`src/rtl/ram_port_arbiter_pkg.sv`:
```
// ram_port_arbiter shared definitions
// State codes, default widths and the round-robin pick.
package ram_port_arbiter_pkg;

  localparam int DEF_ADDR_SIZE      = 13;
  localparam int DEF_CASH_STR_WIDTH = 64;
  localparam int DEF_CNT_WIDTH      = 16;

  localparam logic [1:0] ST_IDLE = 2'd0;
  localparam logic [1:0] ST_WAIT = 2'd1;
  localparam logic [1:0] ST_RESP = 2'd2;

  // Lone requester wins; on a tie the port not served last wins
  function automatic logic pick_winner(
    input logic r0,
    input logic r1,
    input logic last
  );
    logic w;
    if (r0 && r1) begin
      w = ~last;
    end else begin
      w = r1;
    end
    return w;
  endfunction

endpackage

```
`src/rtl/ram_port_arbiter_if.sv`:
```
// ram_port_arbiter request/response bus
// master issues addr/wdata/rnw/avalid, slave returns rdata/ack.
interface ram_port_arbiter_if
  import ram_port_arbiter_pkg::*;
#(
  parameter int AW = DEF_ADDR_SIZE,
  parameter int DW = DEF_CASH_STR_WIDTH
);

  logic [AW-1:0] addr;
  logic [DW-1:0] wdata;
  logic          rnw;
  logic          avalid;
  logic [DW-1:0] rdata;
  logic          ack;

  modport master (
    output addr, wdata, rnw, avalid,
    input  rdata, ack
  );

  modport slave (
    input  addr, wdata, rnw, avalid,
    output rdata, ack
  );

endinterface

```
`src/rtl/ram_port_arbiter_sat_counter.sv`:
```
// ram_port_arbiter saturating grant counter
// clr wins over inc; holds at all-ones.
module ram_port_arbiter_sat_counter #(
  parameter int W = 16
) (
  input  logic         clk,
  input  logic         not_reset,
  input  logic         inc,
  input  logic         clr,
  output logic [W-1:0] cnt
);

  logic [W-1:0] cnt_q;
  logic [W-1:0] cnt_d;

  // next count: clear, saturating increment or hold
  always_comb begin
    cnt_d = cnt_q;
    if (clr) begin
      cnt_d = '0;
    end else if (inc && (cnt_q != '1)) begin
      cnt_d = cnt_q + 1'b1;
    end
  end

  // count register
  always_ff @(posedge clk or negedge not_reset) begin
    if (!not_reset) begin
      cnt_q <= '0;
    end else begin
      cnt_q <= cnt_d;
    end
  end

  assign cnt = cnt_q;

endmodule

```
`src/rtl/ram_port_arbiter.sv`:
```
// ram_port_arbiter: two cache requesters share one RAM port
// Round-robin pick, registered request, one-cycle ack to winner.
module ram_port_arbiter
  import ram_port_arbiter_pkg::*;
#(
  parameter int ADDR_SIZE      = DEF_ADDR_SIZE,
  parameter int CASH_STR_WIDTH = DEF_CASH_STR_WIDTH,
  parameter int CNT_WIDTH      = DEF_CNT_WIDTH
) (
  input  logic                 clk,
  input  logic                 not_reset,
  ram_port_arbiter_if.slave    p0,
  ram_port_arbiter_if.slave    p1,
  ram_port_arbiter_if.master   mem,
  output logic                 busy,
  output logic                 grant_id,
  output logic [CNT_WIDTH-1:0] p0_grants,
  output logic [CNT_WIDTH-1:0] p1_grants,
  input  logic                 cnt_clear,
  output logic                 spurious_ack
);

  logic [1:0]                state_q, state_d;
  logic                      last_q, last_d;
  logic                      gid_q, gid_d;
  logic [ADDR_SIZE-1:0]      addr_q, addr_d;
  logic [CASH_STR_WIDTH-1:0] wdata_q, wdata_d;
  logic                      rnw_q, rnw_d;
  logic [CASH_STR_WIDTH-1:0] rdata_q, rdata_d;
  logic                      spur_q, spur_d;

  logic req_any;
  logic win;
  logic resp0;
  logic resp1;

  assign req_any = p0.avalid | p1.avalid;
  assign win     = pick_winner(p0.avalid, p1.avalid, last_q);

  // FSM and request/response register next-state
  always_comb begin
    state_d = state_q;
    last_d  = last_q;
    gid_d   = gid_q;
    addr_d  = addr_q;
    wdata_d = wdata_q;
    rnw_d   = rnw_q;
    rdata_d = rdata_q;
    unique case (state_q)
      ST_IDLE: begin
        if (req_any) begin
          gid_d   = win;
          addr_d  = win ? p1.addr  : p0.addr;
          wdata_d = win ? p1.wdata : p0.wdata;
          rnw_d   = win ? p1.rnw   : p0.rnw;
          state_d = ST_WAIT;
        end
      end
      ST_WAIT: begin
        if (mem.ack) begin
          rdata_d = rnw_q ? mem.rdata : '0;
          state_d = ST_RESP;
        end
      end
      ST_RESP: begin
        last_d  = gid_q;
        state_d = ST_IDLE;
      end
      default: state_d = ST_IDLE;
    endcase
  end

  // sticky flag for acks that arrive with no transfer pending
  always_comb begin
    spur_d = spur_q;
    if (cnt_clear) begin
      spur_d = 1'b0;
    end else if (mem.ack && (state_q != ST_WAIT)) begin
      spur_d = 1'b1;
    end
  end

  // state and datapath registers
  always_ff @(posedge clk or negedge not_reset) begin
    if (!not_reset) begin
      state_q <= ST_IDLE;
      last_q  <= 1'b1;
      gid_q   <= 1'b0;
      addr_q  <= '0;
      wdata_q <= '0;
      rnw_q   <= 1'b0;
      rdata_q <= '0;
      spur_q  <= 1'b0;
    end else begin
      state_q <= state_d;
      last_q  <= last_d;
      gid_q   <= gid_d;
      addr_q  <= addr_d;
      wdata_q <= wdata_d;
      rnw_q   <= rnw_d;
      rdata_q <= rdata_d;
      spur_q  <= spur_d;
    end
  end

  assign resp0 = (state_q == ST_RESP) && !gid_q;
  assign resp1 = (state_q == ST_RESP) &&  gid_q;

  assign mem.avalid = (state_q == ST_WAIT);
  assign mem.addr   = addr_q;
  assign mem.wdata  = wdata_q;
  assign mem.rnw    = rnw_q;

  assign p0.ack   = resp0;
  assign p1.ack   = resp1;
  assign p0.rdata = resp0 ? rdata_q : '0;
  assign p1.rdata = resp1 ? rdata_q : '0;

  assign busy         = (state_q != ST_IDLE);
  assign grant_id     = gid_q;
  assign spurious_ack = spur_q;

  ram_port_arbiter_sat_counter #(
    .W(CNT_WIDTH)
  ) u_cnt0 (
    .clk       (clk),
    .not_reset (not_reset),
    .inc       (resp0),
    .clr       (cnt_clear),
    .cnt       (p0_grants)
  );

  ram_port_arbiter_sat_counter #(
    .W(CNT_WIDTH)
  ) u_cnt1 (
    .clk       (clk),
    .not_reset (not_reset),
    .inc       (resp1),
    .clr       (cnt_clear),
    .cnt       (p1_grants)
  );

endmodule

```
`src/flat_wrapper.sv`:
```
// flat-port wrapper written by rule: the top's interface ports become plain ports
module ram_port_arbiter_flat import ram_port_arbiter_pkg::*;
#(
  parameter int ADDR_SIZE      = DEF_ADDR_SIZE,
  parameter int CASH_STR_WIDTH = DEF_CASH_STR_WIDTH,
  parameter int CNT_WIDTH      = DEF_CNT_WIDTH
)
  (clk, not_reset, busy, grant_id, p0_grants, p1_grants, cnt_clear, spurious_ack, p0_addr, p0_wdata, p0_rnw, p0_avalid, p0_rdata, p0_ack, p1_addr, p1_wdata, p1_rnw, p1_avalid, p1_rdata, p1_ack, mem_addr, mem_wdata, mem_rnw, mem_avalid, mem_rdata, mem_ack);
  ram_port_arbiter_if #(.AW((13)), .DW((64))) p0_i ();
  ram_port_arbiter_if #(.AW((13)), .DW((64))) p1_i ();
  ram_port_arbiter_if #(.AW((13)), .DW((64))) mem_i ();
  input  logic clk;
  input  logic not_reset;
  output logic busy;
  output logic grant_id;
  output logic [CNT_WIDTH-1:0] p0_grants;
  output logic [CNT_WIDTH-1:0] p1_grants;
  input  logic cnt_clear;
  output logic spurious_ack;
  input wire logic [$bits(p0_i.addr)-1:0] p0_addr;
  input wire logic [$bits(p0_i.wdata)-1:0] p0_wdata;
  input wire logic [$bits(p0_i.rnw)-1:0] p0_rnw;
  input wire logic [$bits(p0_i.avalid)-1:0] p0_avalid;
  output wire logic [$bits(p0_i.rdata)-1:0] p0_rdata;
  output wire logic [$bits(p0_i.ack)-1:0] p0_ack;
  input wire logic [$bits(p1_i.addr)-1:0] p1_addr;
  input wire logic [$bits(p1_i.wdata)-1:0] p1_wdata;
  input wire logic [$bits(p1_i.rnw)-1:0] p1_rnw;
  input wire logic [$bits(p1_i.avalid)-1:0] p1_avalid;
  output wire logic [$bits(p1_i.rdata)-1:0] p1_rdata;
  output wire logic [$bits(p1_i.ack)-1:0] p1_ack;
  output wire logic [$bits(mem_i.addr)-1:0] mem_addr;
  output wire logic [$bits(mem_i.wdata)-1:0] mem_wdata;
  output wire logic [$bits(mem_i.rnw)-1:0] mem_rnw;
  output wire logic [$bits(mem_i.avalid)-1:0] mem_avalid;
  input wire logic [$bits(mem_i.rdata)-1:0] mem_rdata;
  input wire logic [$bits(mem_i.ack)-1:0] mem_ack;
  assign p0_i.addr = p0_addr;
  assign p0_i.wdata = p0_wdata;
  assign p0_i.rnw = p0_rnw;
  assign p0_i.avalid = p0_avalid;
  assign p0_rdata = p0_i.rdata;
  assign p0_ack = p0_i.ack;
  assign p1_i.addr = p1_addr;
  assign p1_i.wdata = p1_wdata;
  assign p1_i.rnw = p1_rnw;
  assign p1_i.avalid = p1_avalid;
  assign p1_rdata = p1_i.rdata;
  assign p1_ack = p1_i.ack;
  assign mem_addr = mem_i.addr;
  assign mem_wdata = mem_i.wdata;
  assign mem_rnw = mem_i.rnw;
  assign mem_avalid = mem_i.avalid;
  assign mem_i.rdata = mem_rdata;
  assign mem_i.ack = mem_ack;
  ram_port_arbiter #(.ADDR_SIZE(ADDR_SIZE), .CASH_STR_WIDTH(CASH_STR_WIDTH), .CNT_WIDTH(CNT_WIDTH)) u_core (.clk(clk), .not_reset(not_reset), .p0(p0_i), .p1(p1_i), .mem(mem_i), .busy(busy), .grant_id(grant_id), .p0_grants(p0_grants), .p1_grants(p1_grants), .cnt_clear(cnt_clear), .spurious_ack(spurious_ack));
endmodule
```
`config.mk`:
```
export PLATFORM = sky130hd
export DESIGN_NAME = ram_port_arbiter_flat
export DESIGN_NICKNAME = d
export VERILOG_FILES = /design/src/rtl/ram_port_arbiter_pkg.sv /design/src/rtl/ram_port_arbiter_if.sv /design/src/rtl/ram_port_arbiter_sat_counter.sv /design/src/rtl/ram_port_arbiter.sv /design/src/flat_wrapper.sv
export SDC_FILE = /design/constraint.sdc
export NUM_CORES = 1
export LEC_CHECK = 0
export CAP_MARGIN = 20
export CORE_AREA = 2 2 185 187
export DETAILED_ROUTE_END_ITERATION = 8
export DIE_AREA = 0 0 187 189
export DONT_BUFFER_PORTS = 1
export GPL_ROUTABILITY_DRIVEN = 0
export HOLD_SLACK_MARGIN = 0.06
export MAX_ROUTING_LAYER = met4
export REMOVE_ABC_BUFFERS = 1
export SLEW_MARGIN = 20
export SYNTH_ARGS = -nofsm -noshare
export SYNTH_HDL_FRONTEND = slang
export SYNTH_HIERARCHICAL = 1
export SYNTH_SLANG_ARGS = --single-unit
```
`constraint.sdc`:
```
create_clock -name clk -period 4 [get_ports clk]
set_input_delay 1 -clock clk [delete_from_list [all_inputs] [get_ports clk]]
set_output_delay 1 -clock clk [all_outputs]
set_load 0.01 [all_outputs]
```
Word-level counts from Yosys, hierarchy flattened. Index checks and enable logic that the tools add are counted.

Bits in registers: 179. Output and inout bits: 244. Word-level logic and storage cells: 52.

Add/subtract/negate cells: 2. Equal/unequal tests: 7. Multiplexer cells: 16. Bitwise logic cells: 2. Reduce and logical (&&, ||, !) cells: 15.

Operators with widths (count): $mux 64 (4); $mux 16 (4); $add 16x1->16 const B (2); $ne 16x16->1 const B (2); $mux 13 (1); $reduce_bool 2->1 (4); $logic_and 1x1->1 (6); $ne 2x1->1 const B (3); $reduce_and 2->1 (3); $mux 1 (4); $mux 2 (2); $pmux 2 s2 (1); $eq 2x1->1 const B (1); $eq 2x2->1 const B (1); $logic_not 2->1 (1); $logic_not 1->1 (1); $not 1->1 (1); $or 1x1->1 (1).

Logic depth before layout (Yosys ltp). Gate-level depths: netlist of run 1.

Depth in word-level cells: 5. Gate-level depth with buffers: 8.

Hierarchy. Netlist of run 1, hierarchy kept.

Modules (own cells, without submodules): ram_port_arbiter (times used 1, cells each 694, area each 7457.2 µm², seq. area each 3679.8 µm²); ram_port_arbiter_sat_counter (times used 2, cells each 98, area each 942.2 µm², seq. area each 400.4 µm²).

Least setup slack after synthesis of run 1. OpenSTA, ideal clock, no wires.

Path type: reg-to-output. Start: reg u_core.state_q[0]. End: out p1_rdata[14]. Arrival: 1.310 ns. Required time: 3.000 ns. Setup slack: 1.690 ns. Cell stages (with the launch flop): 6. Buffers on the path: 2. Cell sequence: dfrtp_1 -> nand2b_1 -> nor2_1 -> buf_1 -> clkbuf_1 -> and2_1.

Longest elaborated chain between the ends: 3.

RTL lines: start, declared (line ram_port_arbiter.sv:23) `logic [1:0] state_q, state_d;`; start signal, assigned (line ram_port_arbiter.sv:95) `state_q <= state_d;`; $eq 2x2->1 (line ram_port_arbiter.sv:107) `assign resp1 = (state_q == ST_RESP) && gid_q;`; $logic_and 1x1->1 (line ram_port_arbiter.sv:107); $mux 64 (line ram_port_arbiter.sv:117) `assign p1.rdata = resp1 ? rdata_q : '0;`; end, declared (line flat_wrapper.sv:30) `output wire logic [$bits(p1_i.rdata)-1:0] p1_rdata;`.

No other way between the ends.

Worst setup path after layout of run 1.
Start: reg u_core.state_q[0]. End: out p1_rdata[53].

The elaborated chain is that of the path after synthesis.

==> impl_metrics.py, run 1 <==
metrics = {
    "timing": {
        "max-slew-margin-rel": 0.377,
        "fin_crit_ns": 3.22,
        "maxSlewViolCount": 0,
        "min_period_over_period": 0.805,
        "tightest_slew_ns": 0.927,
        "finalClockSkew_ns": 0.0108,
        "setup_viol": 0,
        "max_freq_ghz": 0.310,
        "rsz0062_at_grt": "no",
        "hold_viol": 0,
        "fin_tns_setup_ns": 0,
    },
    "clock_tree": {
        "clk_latency_ns": 0.44,
        "cts.clk_slew.worst_paths_ns": 0.07,
        "clock-root-buffer": "clkbuf_16",
        "numClockSinks": 179,
        "cts_buffers": 17,
        "clock_tree.buffer_depth": 2,
        "htreeDepth": 4,
        "postCtsSetupRepairBufs": 0,
        "ctsResizeCount": 0,
        "cts_tree": "yes",
        "hold_buffers": 0,
    },
    "placed_design": {
        "placed_area_um2": 9810,
        "io_buffer_count": 0,
        "dpl.hpwl_um": 20000,
        "placed_cells": 1295,
    },
    "synth": {
        "async_flop_share": 1.00,
        "ys_ff_latch": 179,
        "syn_inst": 890,
        "synth_ff_type": "dfrtp_1",
        "syn_area_um2": 9340,
        "syn_area_per_cell_um2": 10.5,
        "ys_seq_area_frac": 0.480,
        "synth.distinct_cells": 41,
        "yosys_warnings": 6,
        "synth_edf_count": 0,
    },
    "floorplan": {
        "coreArea_um2": 33300,
        "fp-row-count": 67,
        "pin_count": 470,
        "fp.dieArea_um2": 35300,
        "die-height_um": 189,
        "die_w_um": 187,
        "start_util": 0.281,
    },
    "drt": {
        "route.detailed.drc": 0,
        "wire_per_inst_um": 20.7,
        "vias_per_cell": 5.01,
        "ant_nets": 0,
        "initialDrtViolationCount": 265,
        "drt-total-wl_um": 27500,
        "wl_met1_um": 11000,
        "first_pass_iters": 5,
        "dr_wl_met3_um": 2360,
        "wl_met2_um": 13700,
        "top_layer": "met4",
        "vias": 6664,
    },
    "worst_setup_path": {
        "cp_data_arrival_time_ns": 2.22,
        "worstSetupPathType": "reg -> out",
        "start_kind": "flip-flop",
        "crit_path_end_kind": "output port",
        "critPathMaxFanout": 66,
        "required_ns": 3.00,
    },
    "final_layout": {
        "utilization": 0.312,
        "area_growth_pct": 11.3,
        "fillers": 3404,
        "design_area_um2": 10400,
        "nNetsFinal": 1094,
        "instances_no_fill": 1330,
        "drive_gt1_frac": 0.262,
    },
    "grt": {
        "grt_usage": 0.156,
        "grt_pass1_vias": 6302,
        "grt_antenna_before_repair": 6,
        "grt_pass1_wl_um": 40400,
        "grt_max_degree": 180,
        "overflow": 0,
    },
    "pwr": {
        "power_leakage_nw": 4.37,
        "ir_worst_vdd_mv": 0.302,
        "power_density_nw_per_um2": 647,
    },
    "min_path": {
        "hold_class": "in -> async",
    },
    "run_status": {
        "outcome": "finished, final reports clean",
    },
    "flow_run": {
        "cap_violations": 0,
    },
}
==> synth_stat cells, types with 3 or more instances <==
master	number	area, µm²
dfrtp_1	178	4450
nand2_1	140	526
mux2_2	138	1550
and2_1	128	801
o21ai_0	69	345
clkbuf_1	39	146
a21oi_1	23	115
mux2_4	18	270
o31ai_1	14	105
buf_2	13	65.1
nand4_1	12	75.1
nor2_1	12	45.0
or4_1	10	75.1
inv_1	9	33.8
mux2_1	8	90.1
nor2b_1	8	50.1
nor4_1	8	50.1
buf_6	6	67.6
nand3_1	6	30.0
o21ai_1	6	30.0
and3_1	4	25.0
and4_2	4	40.0
or3_1	4	25.0
or4_2	4	35.0
nand3b_1	3	22.5
==> flip-flops by register name (all words and copies together) (netlist names) <==
name and cells:
u_core/mem.wdata 64, u_core/rdata_q 64, u_core/u_cnt0/cnt 16, u_core/u_cnt1/cnt 16, u_core/mem.addr 13, u_core/state_q 2, u_core/grant_id 1, u_core/last_q 1
u_core/mem.rnw 1, u_core/spurious_ack 1
==> per-stage QoR <==
step	hold slack [ns]	setup slack (ns)	power (mW)
floorplan	0.455	0.259	4.46
detailed placement	0.485	1.23	5.10
CTS	0.205	0.715	6.84
finish	0.241	0.778	6.73
global placement	0.473	1.29	5.03
global route	0.203	0.664	7.16
==> metal layers <==
layer	vias up	track usage
met4	0	0.0476
met1	3296	0.179
met5	-	-
li1	3004	-
met2	343	0.256
met3	21	0.0571
==> power breakdown <==
| group | internal [mW] | switching [mW] | leakage [nW] |
|---|---|---|---|
| Sequential | 2.48 | 0.770 | 2.25 |
| Clock | 0.932 | 0.759 | 0.277 |
| Combinational | 0.909 | 0.882 | 1.84 |
| Total | 4.32 | 2.41 | 4.37 |
==> cell usage in the layout (no fill, tap or decap), drive strengths merged, types with 6 or more instances in the layout <==
| master | count |
|---|---|
| dfrtp | 178 |
| mux2 | 164 |
| nand2 | 140 |
| and2 | 128 |
| o21ai | 75 |
| a21oi | 23 |
| clkbuf | 23 |
| buf | 19 |
| o31ai | 14 |
| nand4 | 14 |
| or4 | 14 |
| nor2 | 13 |
| inv | 13 |
| nor4 | 10 |
| nor2b | 8 |
| nand3 | 6 |
| or3 | 6 |
==> area by class of cell <==
| cell class | instances | area (µm²) | share of cell area |
|---|---|---|---|
| Inverter | 9 | 33.8 | 0.00325 |
| Sequential cell | 179 | 4480 | 0.431 |
| Multi-Input combinational cell | 640 | 4550 | 0.438 |
| Clock buffer | 23 | 488 | 0.0469 |
| Antenna cell | 3 | 7.51 | 0.000722 |
| Clock inverter | 9 | 92.6 | 0.00890 |
| Tap cell | 448 | 561 | 0.0539 |
| Timing Repair Buffer | 19 | 184 | 0.0177 |
==> kinds of logic (layout without fill, tap and decap cells) <==
| group | after synthesis | after routing | share of synthesized area |
|---|---|---|---|
| AO/OA/AOI/OAI | 118 | 118 | 0.0710 |
| buffers and inverters | 71 | 60 | 0.0359 |
| AND/OR/NAND/NOR | 356 | 356 | 0.206 |
| other | 0 | 3 | 0 |
| flip-flops | 179 | 179 | 0.480 |
| multiplexers | 164 | 164 | 0.205 |
| adder cells (fa/ha/maj) | 2 | 2 | 0.00268 |
==> final timing paths <==
check                      slack [ns]                from  depth (start not counted)                    to
setup / recovery                 0.78   u_core/state_q[0]                          4          p1_rdata[53]
max in group asynchronous        3.46           not_reset                          0  u_core/mem.wdata[49]
min in group clk                 0.50  u_core/rdata_q[55]                          2    u_core/rdata_q[55]
setup reg to reg                 1.36   u_core/state_q[0]                          6  u_core/u_cnt0/cnt[3]
hold / removal                   0.24           not_reset                          0    u_core/rdata_q[11]
hold reg to reg                  0.50  u_core/rdata_q[55]                          2    u_core/rdata_q[55]
==> worst max-delay path: stages (launching register included) <==
cell and delay (ns):
dfrtp_1 0.40, nand2b_1 0.24, nor2_4 0.21, buf_4 0.49, and2_1 0.36
No activity file was read; power rests on OpenSTA's default activity.
==> run 2: changes to the inputs <==
clock period = 3.2 ns   (was 4 ns; I/O delays follow)
==> impl_metrics.py, run 2 (synthesis results as in run 1) <==
metrics = {
    "run_status": {
        "outcome": "finished, final reports clean",
    },
    "floorplan": {
        "die_w_um": 187,
        "pin_count": 470,
        "coreArea_um2": 33300,
        "die-height_um": 189,
        "fp.dieArea_um2": 35300,
        "fp-row-count": 67,
        "start_util": 0.281,
    },
    "clock_tree": {
        "numClockSinks": 179,
        "htreeDepth": 4,
        "cts.clk_slew.worst_paths_ns": 0.07,
        "postCtsSetupRepairBufs": 0,
        "clock-root-buffer": "clkbuf_16",
        "clock_tree.buffer_depth": 2,
        "ctsResizeCount": 0,
        "cts_tree": "yes",
        "cts_buffers": 17,
        "clk_latency_ns": 0.44,
    },
    "pwr": {
        "power_leakage_nw": 4.39,
        "finalPower_mw": 8.53,
        "ir_worst_vdd_mv": 0.356,
        "power_density_nw_per_um2": 816,
    },
    "drt": {
        "route.detailed.drc": 0,
        "first_pass_iters": 4,
        "vias_per_cell": 4.93,
        "vias": 6563,
        "wire_per_inst_um": 20.5,
        "initialDrtViolationCount": 266,
        "drt-total-wl_um": 27300,
        "ant_nets": 0,
    },
    "final_layout": {
        "drive_gt1_frac": 0.261,
        "fillers": 3415,
        "utilization": 0.314,
        "area_growth_pct": 11.9,
        "layout_commonest_cell": "dfrtp_1",
        "design_area_um2": 10400,
        "final_cell_mix": "dfrtp_1 (177), nand2_1 (140), mux2_2 (138)",
        "instances_no_fill": 1332,
        "nNetsFinal": 1092,
    },
    "timing": {
        "maxSlewViolCount": 0,
        "fin_crit_ns": 2.73,
        "max-slew-margin-rel": 0.386,
        "finalClockSkew_ns": 0.0156,
        "min_period_over_period": 0.853,
        "setup_viol": 0,
        "rsz0062_at_grt": "no",
        "max_freq_ghz": 0.367,
        "tightest_slew_ns": 0.919,
        "hold_viol": 0,
    },
    "placed_design": {
        "dpl.hpwl_um": 19800,
        "placed_area_um2": 9820,
        "io_buffer_count": 0,
        "placed_cells": 1293,
    },
    "worst_setup_path": {
        "crit_path_end_kind": "output port",
        "worstSetupPathType": "reg -> out",
        "r2r_end": "u_core/u_cnt1/cnt[13]",
        "critPathMaxFanout": 66,
        "cp_data_arrival_time_ns": 1.93,
        "r2r-start": "u_core/u_cnt1/cnt[1]",
        "required_ns": 2.40,
        "reg2reg_slack_ns": 0.90,
        "cp-endpoint": "p1_rdata[53]",
        "reg2reg_depth": 6,
        "cp-startpoint": "u_core/state_q[0]",
        "start_kind": "flip-flop",
    },
    "grt": {
        "overflow": 0,
        "grt_pass1_vias": 6373,
        "grt_antenna_before_repair": 9,
        "grt_max_degree": 180,
        "grt_pass1_wl_um": 40300,
        "grt_usage": 0.155,
    },
    "min_path": {
        "hold_class": "in -> async",
    },
    "flow_run": {
        "cap_violations": 0,
    },
}
[run 2: cell type report]
| cell class | count | area, µm² | share of cell area |
|---|---|---|---|
| Antenna cell | 7 | 17.5 | 0.00168 |
| Clock buffer | 19 | 443 | 0.0424 |
| Clock inverter | 13 | 170 | 0.0163 |
| Inverter | 9 | 33.8 | 0.00323 |
| Multi-Input combinational cell | 640 | 4550 | 0.436 |
| Sequential cell | 179 | 4480 | 0.429 |
| Tap cell | 448 | 561 | 0.0536 |
| Timing Repair Buffer | 17 | 190 | 0.0182 |
[run 2: through the flow]
step	hold WS [ns]	worst slack (ns)	setup TNS (ns)
floorplan	0.455	-0.526	-44.79
global placement	0.470	0.909	0
detailed placement	0.479	0.878	0
CTS	0.0138	0.424	0
global route	0.00911	0.341	0
finish	0.0492	0.472	0
[run 2: power by group]
| group | total [mW] | internal, mW | switching (mW) |
|---|---|---|---|
| Clock | 2.22 | 1.26 | 0.958 |
| Combinational | 2.21 | 1.13 | 1.08 |
| Sequential | 4.09 | 3.10 | 0.997 |
| Total | 8.53 | 5.49 | 3.04 |
[run 2: layer usage]
| layer | GRT usage | up-vias | part of all wire |
|---|---|---|---|
| li1 | - | 3006 | - |
| met1 | 0.175 | 3188 | 0.40 |
| met2 | 0.251 | 344 | 0.49 |
| met3 | 0.0515 | 25 | 0.086 |
| met4 | 0.0699 | 0 | 0.026 |
| met5 | - | - | 0 |
[run 2: worst max-delay path: stages (launching register included)]
cell	delay (ns)
dfrtp_1	0.40
nand2b_1	0.24
nor2_4	0.21
buf_12	0.24
and2_1	0.31
[run 2: worst min-delay path by stage]
stage	startpoint	to	slack, ns
after floorplan	u_core/rdata_q[0]	u_core/rdata_q[0]	0.46
after global placement	u_core/rdata_q[3]	u_core/rdata_q[3]	0.47
after detailed placement	u_core/rdata_q[45]	u_core/rdata_q[45]	0.48
after CTS	not_reset	u_core/rdata_q[38]	0.01
after global routing	not_reset	u_core/rdata_q[21]	0.009
final	not_reset	u_core/rdata_q[21]	0.05
